===== src/rtl/imm_gen_pipe.sv =====
// rtl/imm_gen_pipe.sv - pipelined RISC-V immediate generator with a 2-entry skid buffer
module imm_gen_pipe #(
  parameter int XLEN  = 32,
  parameter int TAG_W = 32
) (
  input  logic             clk,
  input  logic             reset,
  input  logic             in_valid,
  output logic             in_ready,
  input  logic [31:0]      in_instr,
  input  logic [TAG_W-1:0] in_tag,
  output logic             out_valid,
  input  logic             out_ready,
  output logic [XLEN-1:0]  out_imm,
  output logic [3:0]       out_fmt,
  output logic             out_illegal,
  output logic [TAG_W-1:0] out_tag
);

  localparam logic [3:0] F_NONE    = 4'd0;
  localparam logic [3:0] F_I       = 4'd1;
  localparam logic [3:0] F_IL      = 4'd2;
  localparam logic [3:0] F_S       = 4'd3;
  localparam logic [3:0] F_B       = 4'd4;
  localparam logic [3:0] F_U_LUI   = 4'd5;
  localparam logic [3:0] F_U_AUIPC = 4'd6;
  localparam logic [3:0] F_J       = 4'd7;
  localparam logic [3:0] F_JALR    = 4'd8;
  localparam logic [3:0] F_SHAMT   = 4'd9;
  localparam logic [3:0] F_CSR_Z   = 4'd10;

  typedef struct packed {
    logic [XLEN-1:0]  imm;
    logic [3:0]       fmt;
    logic             illegal;
    logic [TAG_W-1:0] tag;
  } ent_t;

  ent_t        dec;
  ent_t        m_q;
  ent_t        k_q;
  logic        m_valid;
  logic        k_valid;
  logic [31:0] raw;
  logic        sext;

  // Immediates are assembled in 32 bits, then sign- or zero-extended to XLEN.
  always_comb begin
    raw         = '0;
    sext        = 1'b0;
    dec.fmt     = F_NONE;
    dec.illegal = 1'b0;
    dec.tag     = in_tag;
    case (in_instr[6:0])
      7'b0110011: dec.fmt = F_NONE;
      7'b0010011: begin
        if (in_instr[13:12] == 2'b01) begin
          dec.fmt  = F_SHAMT;
          raw[4:0] = in_instr[24:20];
          if (XLEN == 64) raw[5] = in_instr[25];
        end else begin
          dec.fmt = F_I;
          sext    = 1'b1;
          raw     = {20'b0, in_instr[31:20]};
        end
      end
      7'b0000011: begin
        dec.fmt = F_IL;
        sext    = 1'b1;
        raw     = {20'b0, in_instr[31:20]};
      end
      7'b0100011: begin
        dec.fmt = F_S;
        sext    = 1'b1;
        raw     = {20'b0, in_instr[31:25], in_instr[11:7]};
      end
      7'b1100011: begin
        dec.fmt = F_B;
        sext    = 1'b1;
        raw     = {19'b0, in_instr[31], in_instr[7], in_instr[30:25], in_instr[11:8], 1'b0};
      end
      7'b0110111, 7'b0010111: begin
        dec.fmt = in_instr[5] ? F_U_LUI : F_U_AUIPC;
        sext    = 1'b1;
        raw     = {in_instr[31:12], 12'b0};
      end
      7'b1101111: begin
        dec.fmt = F_J;
        sext    = 1'b1;
        raw     = {11'b0, in_instr[31], in_instr[19:12], in_instr[20], in_instr[30:21], 1'b0};
      end
      7'b1100111: begin
        dec.fmt = F_JALR;
        sext    = 1'b1;
        raw     = {20'b0, in_instr[31:20]};
      end
      7'b1110011: begin
        if (in_instr[14]) begin
          dec.fmt = F_CSR_Z;
          raw     = {27'b0, in_instr[19:15]};
        end
      end
      default: dec.illegal = 1'b1;
    endcase
  end

  // Short-width fields need their sign bit moved to bit 31 before the final extension.
  logic [31:0] raw_sx;
  always_comb begin
    raw_sx = raw;
    if (sext) begin
      case (dec.fmt)
        F_I, F_IL, F_S, F_JALR: raw_sx = {{20{raw[11]}}, raw[11:0]};
        F_B:                    raw_sx = {{19{raw[12]}}, raw[12:0]};
        F_J:                    raw_sx = {{11{raw[20]}}, raw[20:0]};
        default:                raw_sx = raw;
      endcase
    end
  end

  assign dec.imm = sext ? XLEN'($signed(raw_sx)) : XLEN'(raw);

  // K can only fill while M is stalled, and a full K blocks input, so M never sees both.
  always_ff @(posedge clk or posedge reset) begin
    if (reset) begin
      m_valid <= 1'b0;
      k_valid <= 1'b0;
      m_q     <= '0;
      k_q     <= '0;
    end else if (!m_valid || out_ready) begin
      if (k_valid) begin
        m_q     <= k_q;
        m_valid <= 1'b1;
        k_valid <= 1'b0;
      end else if (in_valid) begin
        m_q     <= dec;
        m_valid <= 1'b1;
      end else begin
        m_valid <= 1'b0;
      end
    end else if (in_valid && !k_valid) begin
      k_q     <= dec;
      k_valid <= 1'b1;
    end
  end

  assign in_ready    = !k_valid;
  assign out_valid   = m_valid;
  assign out_imm     = m_q.imm;
  assign out_fmt     = m_q.fmt;
  assign out_illegal = m_q.illegal;
  assign out_tag     = m_q.tag;

endmodule


===== config.mk =====
export PLATFORM = sky130hd
export DESIGN_NAME = imm_gen_pipe
export DESIGN_NICKNAME = d
export VERILOG_FILES = /design/src/rtl/imm_gen_pipe.sv
export SDC_FILE = /design/constraint.sdc
export NUM_CORES = 1
export LEC_CHECK = 0
export ABC_AREA = 1
export CORE_MARGIN = 4
export CORE_UTILIZATION = 56
export CTS_CLUSTER_DIAMETER = 40
export DETAILED_ROUTE_END_ITERATION = 12
export PLACE_DENSITY = 0.85
export SYNTH_ARGS = -nofsm -noshare
export SYNTH_HDL_FRONTEND = slang
export SYNTH_SLANG_ARGS = --single-unit

===== constraint.sdc =====
create_clock -name clk -period 7.2 [get_ports clk]
set_clock_uncertainty 0.05 [all_clocks]
set_input_delay 1.08 -clock clk [delete_from_list [all_inputs] [get_ports clk]]
set_output_delay 1.08 -clock clk [all_outputs]
set_load 0.01 [all_outputs]

==> impl_metrics.ini, run 1 <==
[synth]
synth_simple_gate_area_share_pct = 33.0
ys_ff_latch = 140
synthAdderAreaFrac_pct = 0
synth_top_family_by_area = simple AND/OR/NAND/NOR gates
ys_warn_count = 0
yosysSeqAreaShare_pct = 51.1
synth_top_cell_area_share_pct = 51.1
synthesis.nets = 970
synth-async-reset-ratio_pct = 100
muxShareOfSynthArea_pct = 0
synth_area_per_cell_um2 = 7.60
synth_edf_count = 0
yosysMostFrequentCell = nand2_1
synth_compound_area_share_pct = 9.20
synth_common_cells = 363 x nand2_1, 140 x dfrtp_1, 83 x nor2_1
synth_ff_type = dfrtp_1
synth_area_leader_cell = dfrtp_1
synth.area.top_cells = dfrtp_1 51%, nand2_1 20%, nor2_1 4.5%
synth.distinct_cells = 25
syn_area_um2 = 6860
synth_cells = 902
synth_xor_area_share_pct = 0

[setup_path]
crit_path_start_kind = input port
cp-startpoint = out_ready
reg2reg_slack_ps = 4350
reg2reg_to = k_q[32]$_DFFE_PP0P_
worstReg2RegStart = k_valid$_DFFE_PP0P_
ff2ff_path_depth = 6
crit_arrival_ps = 3570
crit_end = k_q[32]$_DFFE_PP0P_
worstPathMaxFanout = 99
required_ps = 7430
path_class = in2reg
critPathCaptureType = register

[floorplan]
dieArea_um2 = 14100
die_x_um = 119
die_h_um = 119
core_area_um2 = 12000
initial_core_util_pct = 57.1
fp-row-count = 40
ioPinCount = 139

[finish]
multi_input_area_um2 = 2900
drive_gt1_share_pct = 5.86
final_nets = 1079
ff_latch_area_um2 = 3500
final_cells = 1171
areaGrowthSynthToFinish_pct = 27.0
final_core_util_pct = 72.5
antenna_cells = 0
fillers = 930
stdcell_area_um2 = 8710

[timing]
hold_viol_final = 0
worst_pin_slew_ps = 1160
fin_crit_sh_pct = 46.3
slew_headroom_pct = 22.4
period_minus_slack_ps = 3330
fmax_mhz = 300
finalMaxSlewViolations = 0
fin_ws_ps = 3870
setup_viol = 0
fin_tns_setup_ps = 0
rsz0062_at_grt = false

[global_route]
grt_max_degree = 100
grt_pass1_vias = 6187
grt_pass1_wl_um = 29900
grt_antenna_before_repair = 0
grt-ovfl-total = 0
grt_util_all_layers_pct = 26.1

[placement]
dp.cells = 1139
port_buffers = 138
dp_slack_ps = 3510
hpwlAfterDp_um = 11200
gp_congestion = 0.873
dpl_cell_area_um2 = 8200

[power_and_ir_drop]
p_seq_share_pct = 43.9
clock_power_share_pct = 34.8
irDropWorstVdd_uv = 143
p_sw_uw = 653
p_int_uw = 1570
swShare_pct = 29.3
comb_power_share_pct = 21.3
leakage_uw = 0.00433
power_density_nw_per_um2 = 256

[routing]
first_pass_iters = 5
ant_nets = 0
drt_wl_total_um = 17700
drc_errors = 0
routedWlPerCell_um = 15.2
drt-initial-drc-count = 660
viasPerCell = 5.49
via_count = 6434

[cts]
cts.sinks = 140
htree_levels = 4
hold_buffers = 0
cts.repair.resized = 0
cts_buffer_depth = 2
clk_latency_ps = 420
clk_pin_slew_ps = 60
post_cts_buffers = 0
cts_root_buf = clkbuf_16
cts_tree = built
cts_buffers = 17

[run_status]
outcome = finished clean

[hold_path]
hold_path.class = reg2reg

[flow_run]
drv_cap = 0
## power by group through the flow
stage / combinational [uW] / clock, uW / sequential, uW
floorplan: 209 / 0 / 1010
global placement: 462 / 0 / 985
detailed placement: 474 / 0 / 988
CTS: 480 / 782 / 977
global route: 526 / 817 / 993
finish: 475 / 775 / 977
## per-layer routing
| metal | routed length, um | track usage [%] | vias up |
|---|---|---|---|
| li1 | - | - | 3110 |
| met1 | 7470 | 34.7 | 3046 |
| met2 | 8710 | 41.7 | 233 |
| met3 | 1050 | 5.41 | 45 |
| met4 | 506 | 11.1 | 0 |
| met5 | 0 | 0 | - |
## worst max-delay path, cell delays in order
cell             delay [ps]
clkdlybuf4s50_1         400
nor2_1                  260
inv_2                   100
nor3_4                  110
buf_4                   760
inv_2                   550
nand2_1                 180
o21ai_1                  80
## flip-flops by register name (all words and copies together) (netlist names)
register,count
k_q,69
out_imm,32
out_tag,32
out_fmt,4
k_valid,1
out_illegal,1
out_valid,1
## placed cells by master (no fill, tap or decap), types with 2 or more instances in the layout
cell | synthesis | final
a21oi_1 | 34 | 34
a31oi_1 | 38 | 38
buf_4 | 5 | 5
clkbuf_1 | 25 | 4
clkbuf_16 | 0 | 17
clkdlybuf4s50_1 | 0 | 138
clkinv_2 | 0 | 4
clkinvlp_4 | 0 | 6
dfrtp_1 | 140 | 139
inv_1 | 44 | 42
inv_2 | 6 | 7
inv_6 | 0 | 2
nand2_1 | 363 | 363
nand2_2 | 7 | 7
nand3_1 | 58 | 58
nand4_1 | 21 | 21
nor2_1 | 83 | 83
nor2_4 | 4 | 5
o21ai_0 | 25 | 25
o21ai_1 | 18 | 18
## worst min-delay path by stage
| stage | start | endpoint | slack (ps) | cells after the start |
|---|---|---|---|---|
| 6_report | k_q[12]$_DFFE_PP0P_ | k_q[12]$_DFFE_PP0P_ | 420 | 2 |
| 3_3_place_gp | k_q[30]$_DFFE_PP0P_ | k_q[30]$_DFFE_PP0P_ | 400 | 2 |
| 2_1_floorplan | k_q[16]$_DFFE_PP0P_ | k_q[16]$_DFFE_PP0P_ | 390 | 2 |
| 3_5_place_dp | k_q[12]$_DFFE_PP0P_ | k_q[12]$_DFFE_PP0P_ | 410 | 2 |
| 4_1_cts | k_q[12]$_DFFE_PP0P_ | k_q[12]$_DFFE_PP0P_ | 420 | 2 |
| 5_1_grt | k_q[15]$_DFFE_PP0P_ | k_q[15]$_DFFE_PP0P_ | 440 | 2 |
## layout make-up
type	count	area share [%]
tap	147	2.11
inverter	50	2.21
timing repair buffer	143	16.3
multi-input combinational	659	33.3
clock buffer	21	5.06
sequential	140	40.2
clock inverter	11	0.847
## cell families after synthesis
kind of cell	Yosys count
simple gates	543
flops	140
compound gates	116
buf+inv	103
## stage by stage
step / power, uW / hold slack (ps)
finish: 2230 / 423
CTS: 2240 / 424
global route: 2340 / 438
global placement: 1450 / 404
detailed placement: 1460 / 409
floorplan: 1220 / 392
(Power assumes the default switching activity.)
==> inputs of run 2 (changes only) <==
--- a/config.mk
+++ b/config.mk
@@ -7,10 +7,10 @@
 export LEC_CHECK = 0
 export ABC_AREA = 1
 export CORE_MARGIN = 4
-export CORE_UTILIZATION = 56
+export CORE_UTILIZATION = 47
 export CTS_CLUSTER_DIAMETER = 40
 export DETAILED_ROUTE_END_ITERATION = 12
-export PLACE_DENSITY = 0.85
+export PLACE_DENSITY = 0.76
 export SYNTH_ARGS = -nofsm -noshare
 export SYNTH_HDL_FRONTEND = slang
 export SYNTH_SLANG_ARGS = --single-unit
==> constraint.sdc (replaced) <==
create_clock -name clk -period 2.8 [get_ports clk]
set_clock_uncertainty 0.05 [all_clocks]
set_input_delay 0.42 -clock clk [delete_from_list [all_inputs] [get_ports clk]]
set_output_delay 0.42 -clock clk [all_outputs]
set_load 0.01 [all_outputs]
==> run 2 against run 1 <==
Cell area up 3.3%. Largest power group unchanged. Critical endpoint is now in_ready. Worst hold slack got worse by 9.6 ps. Highest routed layer unchanged. Sequential power grew to 2.6 times the previous value.
==> impl_metrics.ini, run 2 (synthesized netlist as in run 1, its figures left out) <==
[finish]
drive_gt1_share_pct = 6.88
final_nets = 1088
areaGrowthSynthToFinish_pct = 31.2
regMostFlops = k_q
layout_common_cells = 363 x nand2_1, 139 x dfrtp_1, 138 x clkdlybuf4s50_1, 83 x nor2_1, 58 x nand3_1
antenna_cells = 0
largest_reg_flops = 69
mostFrequentLayoutCell = nand2_1

[power_and_ir_drop]
finalPower_uw = 6030
leakage_uw = 0.00446
irDropWorstVdd_uv = 420
power_density_nw_per_um2 = 671
clock_power_share_pct = 37.8
p_int_uw = 4380
p_sw_uw = 1650
swShare_pct = 27.4
p_seq_share_pct = 41.6
comb_power_share_pct = 20.6

[routing]
drc_errors = 0
routedWlPerCell_um = 14.7
drt_wl_total_um = 17900
drt-initial-drc-count = 513
via_count = 6330
viasPerCell = 5.22
ant_nets = 0
first_pass_iters = 6

[cts]
cts.repair.resized = 0
cts.sinks = 140
post_cts_buffers = 0
cts_tree = built
cts_buffers = 17
clk_pin_slew_ps = 60
cts_root_buf = clkbuf_16
hold_buffers = 0
clk_latency_ps = 420
htree_levels = 4
cts_buffer_depth = 2

[global_route]
grt-ovfl-total = 0
grt_pass1_vias = 6152
grt_pass1_wl_um = 29800
grt_antenna_before_repair = 0
grt_max_degree = 99
met2_usage_pct = 35.5
grt_busiest_layer = met2
grt_util_all_layers_pct = 22.3
grt_use_met1_pct = 30.1
grt.met3_usage_pct = 4.82

[timing]
slew_headroom_pct = 45.0
hold_viol_final = 0
setup_viol = 0
period_minus_slack_ps = 2020
fmax_mhz = 494
rsz0062_at_grt = false
fin_tns_setup_ps = 0
finalMaxSlewViolations = 0
worst_pin_slew_ps = 825
fin_crit_sh_pct = 72.2
timing.hold.ws_ps = 413

[floorplan]
die_x_um = 129
initial_core_util_pct = 48.7
die_h_um = 129
core_area_um2 = 14100
dieArea_um2 = 16600
fp-row-count = 43
ioPinCount = 139

[setup_path]
cp_slowest_cell = clkdlybuf4s50_1
worstReg2RegStart = k_valid$_DFFE_PP0P_
worstPathMaxFanout = 5
crit_path_start_kind = register
reg2reg_slack_ps = 980
reg2reg_to = out_imm[22]$_DFFE_PP0P_
ff2ff_path_depth = 5
critPathCaptureType = output pin
critPathMaxStageDelay_ps = 540
timing.critical_path.cells = inv_2, clkdlybuf4s50_1
crit_arrival_ps = 1550
required_ps = 2330
path_class = reg2out

[hold_path]
hold_path.class = in2async

[run_status]
outcome = finished clean

[placement]
port_buffers = 138
gp_congestion = 0.864
hpwlAfterDp_um = 11900

[flow_run]
drv_cap = 0
run 2: cell count changes in the layout (fill, tap and decap cells not counted):
cell	change
buf_4	+2
clkinv_2	-3
buf_12	+7
clkinvlp_4	-3
clkbuf_8	+5
inv_6	-1
bufinv_16	+2
clkinv_4	+2
clkbuf_1	-3
run 2: worst max-delay path by stage:
stage | depth (start not counted) | endpoint | slack [ps] | startpoint
5_1_grt | 10 | k_q[66]$_DFFE_PP0P_ | 730 | in_instr[2]
3_3_place_gp | 10 | out_imm[24]$_DFFE_PP0P_ | 570 | in_instr[4]
6_report | 2 | in_ready | 780 | k_valid$_DFFE_PP0P_
2_1_floorplan | 1 | k_q[0]$_DFFE_PP0P_ | 580 | reset
4_1_cts | 2 | in_ready | 760 | k_valid$_DFFE_PP0P_
3_5_place_dp | 9 | out_imm[13]$_DFFE_PP0P_ | 530 | in_instr[4]
run 2: power by group through the flow:
stage	registers [uW]	clock network (uW)	logic (uW)
after floorplan	2600	0	537
after global placement	2530	0	1230
after detailed placement	2540	0	1250
after CTS	2510	2310	1260
after global routing	2550	2400	1380
final	2510	2280	1240
run 2: critical path, delay by kind of cell (launching register included):
kind     cells  cell delay [ps]
buf+inv      2              650
flops        1              480
run 2: area by class of cell:
cell class / instances / area [um^2]
clock inverter: 8 / 106
fill: 1226 / 5100
multi-input combinational: 659 / 2900
inverter: 50 / 191
tap: 180 / 225
timing repair buffer: 152 / 1570
sequential: 140 / 3500
clock buffer: 23 / 498
run 2: layer usage:
layer,share of wire [%],vias up
met5,0,-
li1,-,3133
met4,2.3,0
met1,44,2949
met2,47,218
met3,6.6,30
run 2: stage by stage:
step / setup slack [ps] / instance area (um^2) / util (%) / cells
after floorplan: 581 / 6860 / - / 902
after global placement: 566 / 8390 / 59.5 / 1181
after detailed placement: 531 / 8390 / 59.5 / 1181
after CTS: 762 / 9000 / 63.8 / 1212
after global routing: 730 / 9000 / 63.8 / 1212
final: 778 / 9000 / 63.8 / 1212
==> inputs of run 3 (changes only) <==
==> constraint.sdc (replaced) <==
create_clock -name clk -period 1.71 [get_ports clk]
set_clock_uncertainty 0.05 [all_clocks]
set_input_delay 0.2565 -clock clk [delete_from_list [all_inputs] [get_ports clk]]
set_output_delay 0.2565 -clock clk [all_outputs]
set_load 0.01 [all_outputs]
==> run 3 against run 2 <==
Via count grew 3.2%. Power grew 68%. Sequential share of layout area shrank 2.0 points. Critical path depth shrank 1. First-iteration DRC count grew 2.1%. Global-route usage grew 0.83 points. Combinational power grew 73%. Wire length grew 4.0%.
==> impl_metrics.ini, run 3 (synthesized netlist as in run 1, its figures left out) <==
[global_route]
grt_util_all_layers_pct = 23.2
grt_pass1_wl_um = 30700
grt_pass1_vias = 6257
grt-ovfl-total = 0
grt_max_degree = 77
grt_antenna_before_repair = 0

[power_and_ir_drop]
leakage_uw = 0.00481
power_density_nw_per_um2 = 1070
irDropWorstVdd_uv = 678
finalPower_uw = 10100

[finish]
areaGrowthSynthToFinish_pct = 38.3
final_cells = 1263
regMostFlops = k_q
antenna_cells = 0
drive_gt1_share_pct = 11.3
stdcell_area_um2 = 9480
final_core_util_pct = 67.3
final_nets = 1138
largest_reg_flops = 69
layout_common_cells = 363 x nand2_1, 139 x dfrtp_1, 132 x clkdlybuf4s50_1, 83 x nor2_1, 58 x nand3_1
mostFrequentLayoutCell = nand2_1

[setup_path]
worstPathMaxFanout = 2
reg2reg_to = out_imm[14]$_DFFE_PP0P_
critPathCaptureType = output pin
required_ps = 1400
cp_top_family = buffers and inverters
critPathMaxStageDelay_ps = 580
reg2reg_slack_ps = 210
timing.critical_path.cells = clkdlybuf4s50_1
crit_arrival_ps = 1350
cp_slowest_cell = clkdlybuf4s50_1
crit_path_start_kind = register
path_class = reg2out
worstReg2RegStart = k_valid$_DFFE_PP0P_
ff2ff_path_depth = 7
crit_buf_inv = 1

[placement]
port_buffers = 138
gp_congestion = 0.866
hpwlAfterDp_um = 12700
dp.cells = 1231
dpl_cell_area_um2 = 8850

[cts]
hold_buffers = 0
cts.sinks = 140
post_cts_buffers = 0
clk_latency_ps = 430
htree_levels = 4
clk_pin_slew_ps = 60
cts_tree = built
cts_buffers = 17
cts_root_buf = clkbuf_16
cts_buffer_depth = 2

[routing]
drc_errors = 0
drt_wl_total_um = 18600
drt-initial-drc-count = 524
viasPerCell = 5.17
first_pass_iters = 5
ant_nets = 0
routedWlPerCell_um = 14.7
via_count = 6534

[timing]
fmax_mhz = 602
worst_pin_slew_ps = 428
fin_crit_sh_pct = 97.1
timing.hold.ws_ps = 28.6
rsz0062_at_grt = false
setup_viol = 0
period_minus_slack_ps = 1660
hold_viol_final = 0
finalMaxSlewViolations = 0
slew_headroom_pct = 71.5

[hold_path]
hold_path.class = in2async

[floorplan]
dieArea_um2 = 16600
ioPinCount = 139
die_h_um = 129
core_area_um2 = 14100
fp-row-count = 43
die_x_um = 129
initial_core_util_pct = 48.7

[flow_run]
drv_cap = 0

[run_status]
outcome = finished clean
## run 3: cell count changes in the layout (fill, tap and decap cells not counted), sizes merged
| cell | before | now |
|---|---|---|
| buf | 14 | 64 |
| clkdlybuf4s50 | 138 | 132 |
| dlymetal6s2s | 0 | 5 |
| clkbuf | 23 | 20 |
| clkinv | 3 | 5 |
| inv | 50 | 52 |
| bufinv | 2 | 3 |
| clkinvlp | 3 | 2 |
| dlygate4sd2 | 0 | 1 |
## run 3: worst max path at each step
stage                                 start                       to  cells after the start
global placement                in_instr[6]  out_imm[12]$_DFFE_PP0P_                     10
finish              out_imm[12]$_DFFE_PP0P_              out_imm[12]                      1
global route                    in_instr[1]   out_fmt[1]$_DFFE_PP0P_                      7
floorplan                             reset       k_q[0]$_DFFE_PP0P_                      1
CTS                  out_imm[4]$_DFFE_PP0P_               out_imm[4]                      1
detailed placement              in_instr[6]  out_imm[12]$_DFFE_PP0P_                     10
## run 3: area by class of cell
class | count | area, um^2
repair buffers | 202 | 2050
fillers | 1147 | 4610
inverters | 50 | 191
clock inverters | 12 | 160
clock buffers | 20 | 457
multi-input cells | 659 | 2900
flip-flops and latches | 140 | 3500
well taps | 180 | 225
## run 3: per-stage QoR
stage               worst slack [ps]  setup TNS [ps]
global route                   0.639               0
finish                          48.9               0
global placement                -240          -10820
CTS                             16.9               0
detailed placement              -269          -13770
floorplan                       -346          -48380
## run 3: metal layers
| layer | track usage, % | vias up | wire, um |
|---|---|---|---|
| met1 | 31.3 | 3059 | 8100 |
| met2 | 36.7 | 205 | 8880 |
| li1 | - | 3237 | - |
| met5 | 0 | - | 0 |
| met4 | 7.54 | 0 | 393 |
| met3 | 5.94 | 33 | 1200 |
## run 3: what timing repair did
action | in CTS | in global routing
pin swaps | 0 | 0
endpoints found under the setup margin | 1 | 5
gates resized for setup | 1 | 5
## run 3: report_power, final
| part | switching [uW] | total (uW) | leakage [uW] | internal (uW) |
|---|---|---|---|---|
| registers | 284 | 4110 | 0.00176 | 3830 |
| logic | 1070 | 2150 | 0.00275 | 1090 |
| clock network | 1460 | 3840 | 0.000301 | 2390 |
## run 3: worst register-to-register path, stage by stage, from the launching register on
cell	delay [ps]
dfrtp_2	460
nor2_1	240
nor2_4	80
inv_2	150
buf_12	180
a21oi_1	50
nand2_1	120
nand2_1	60
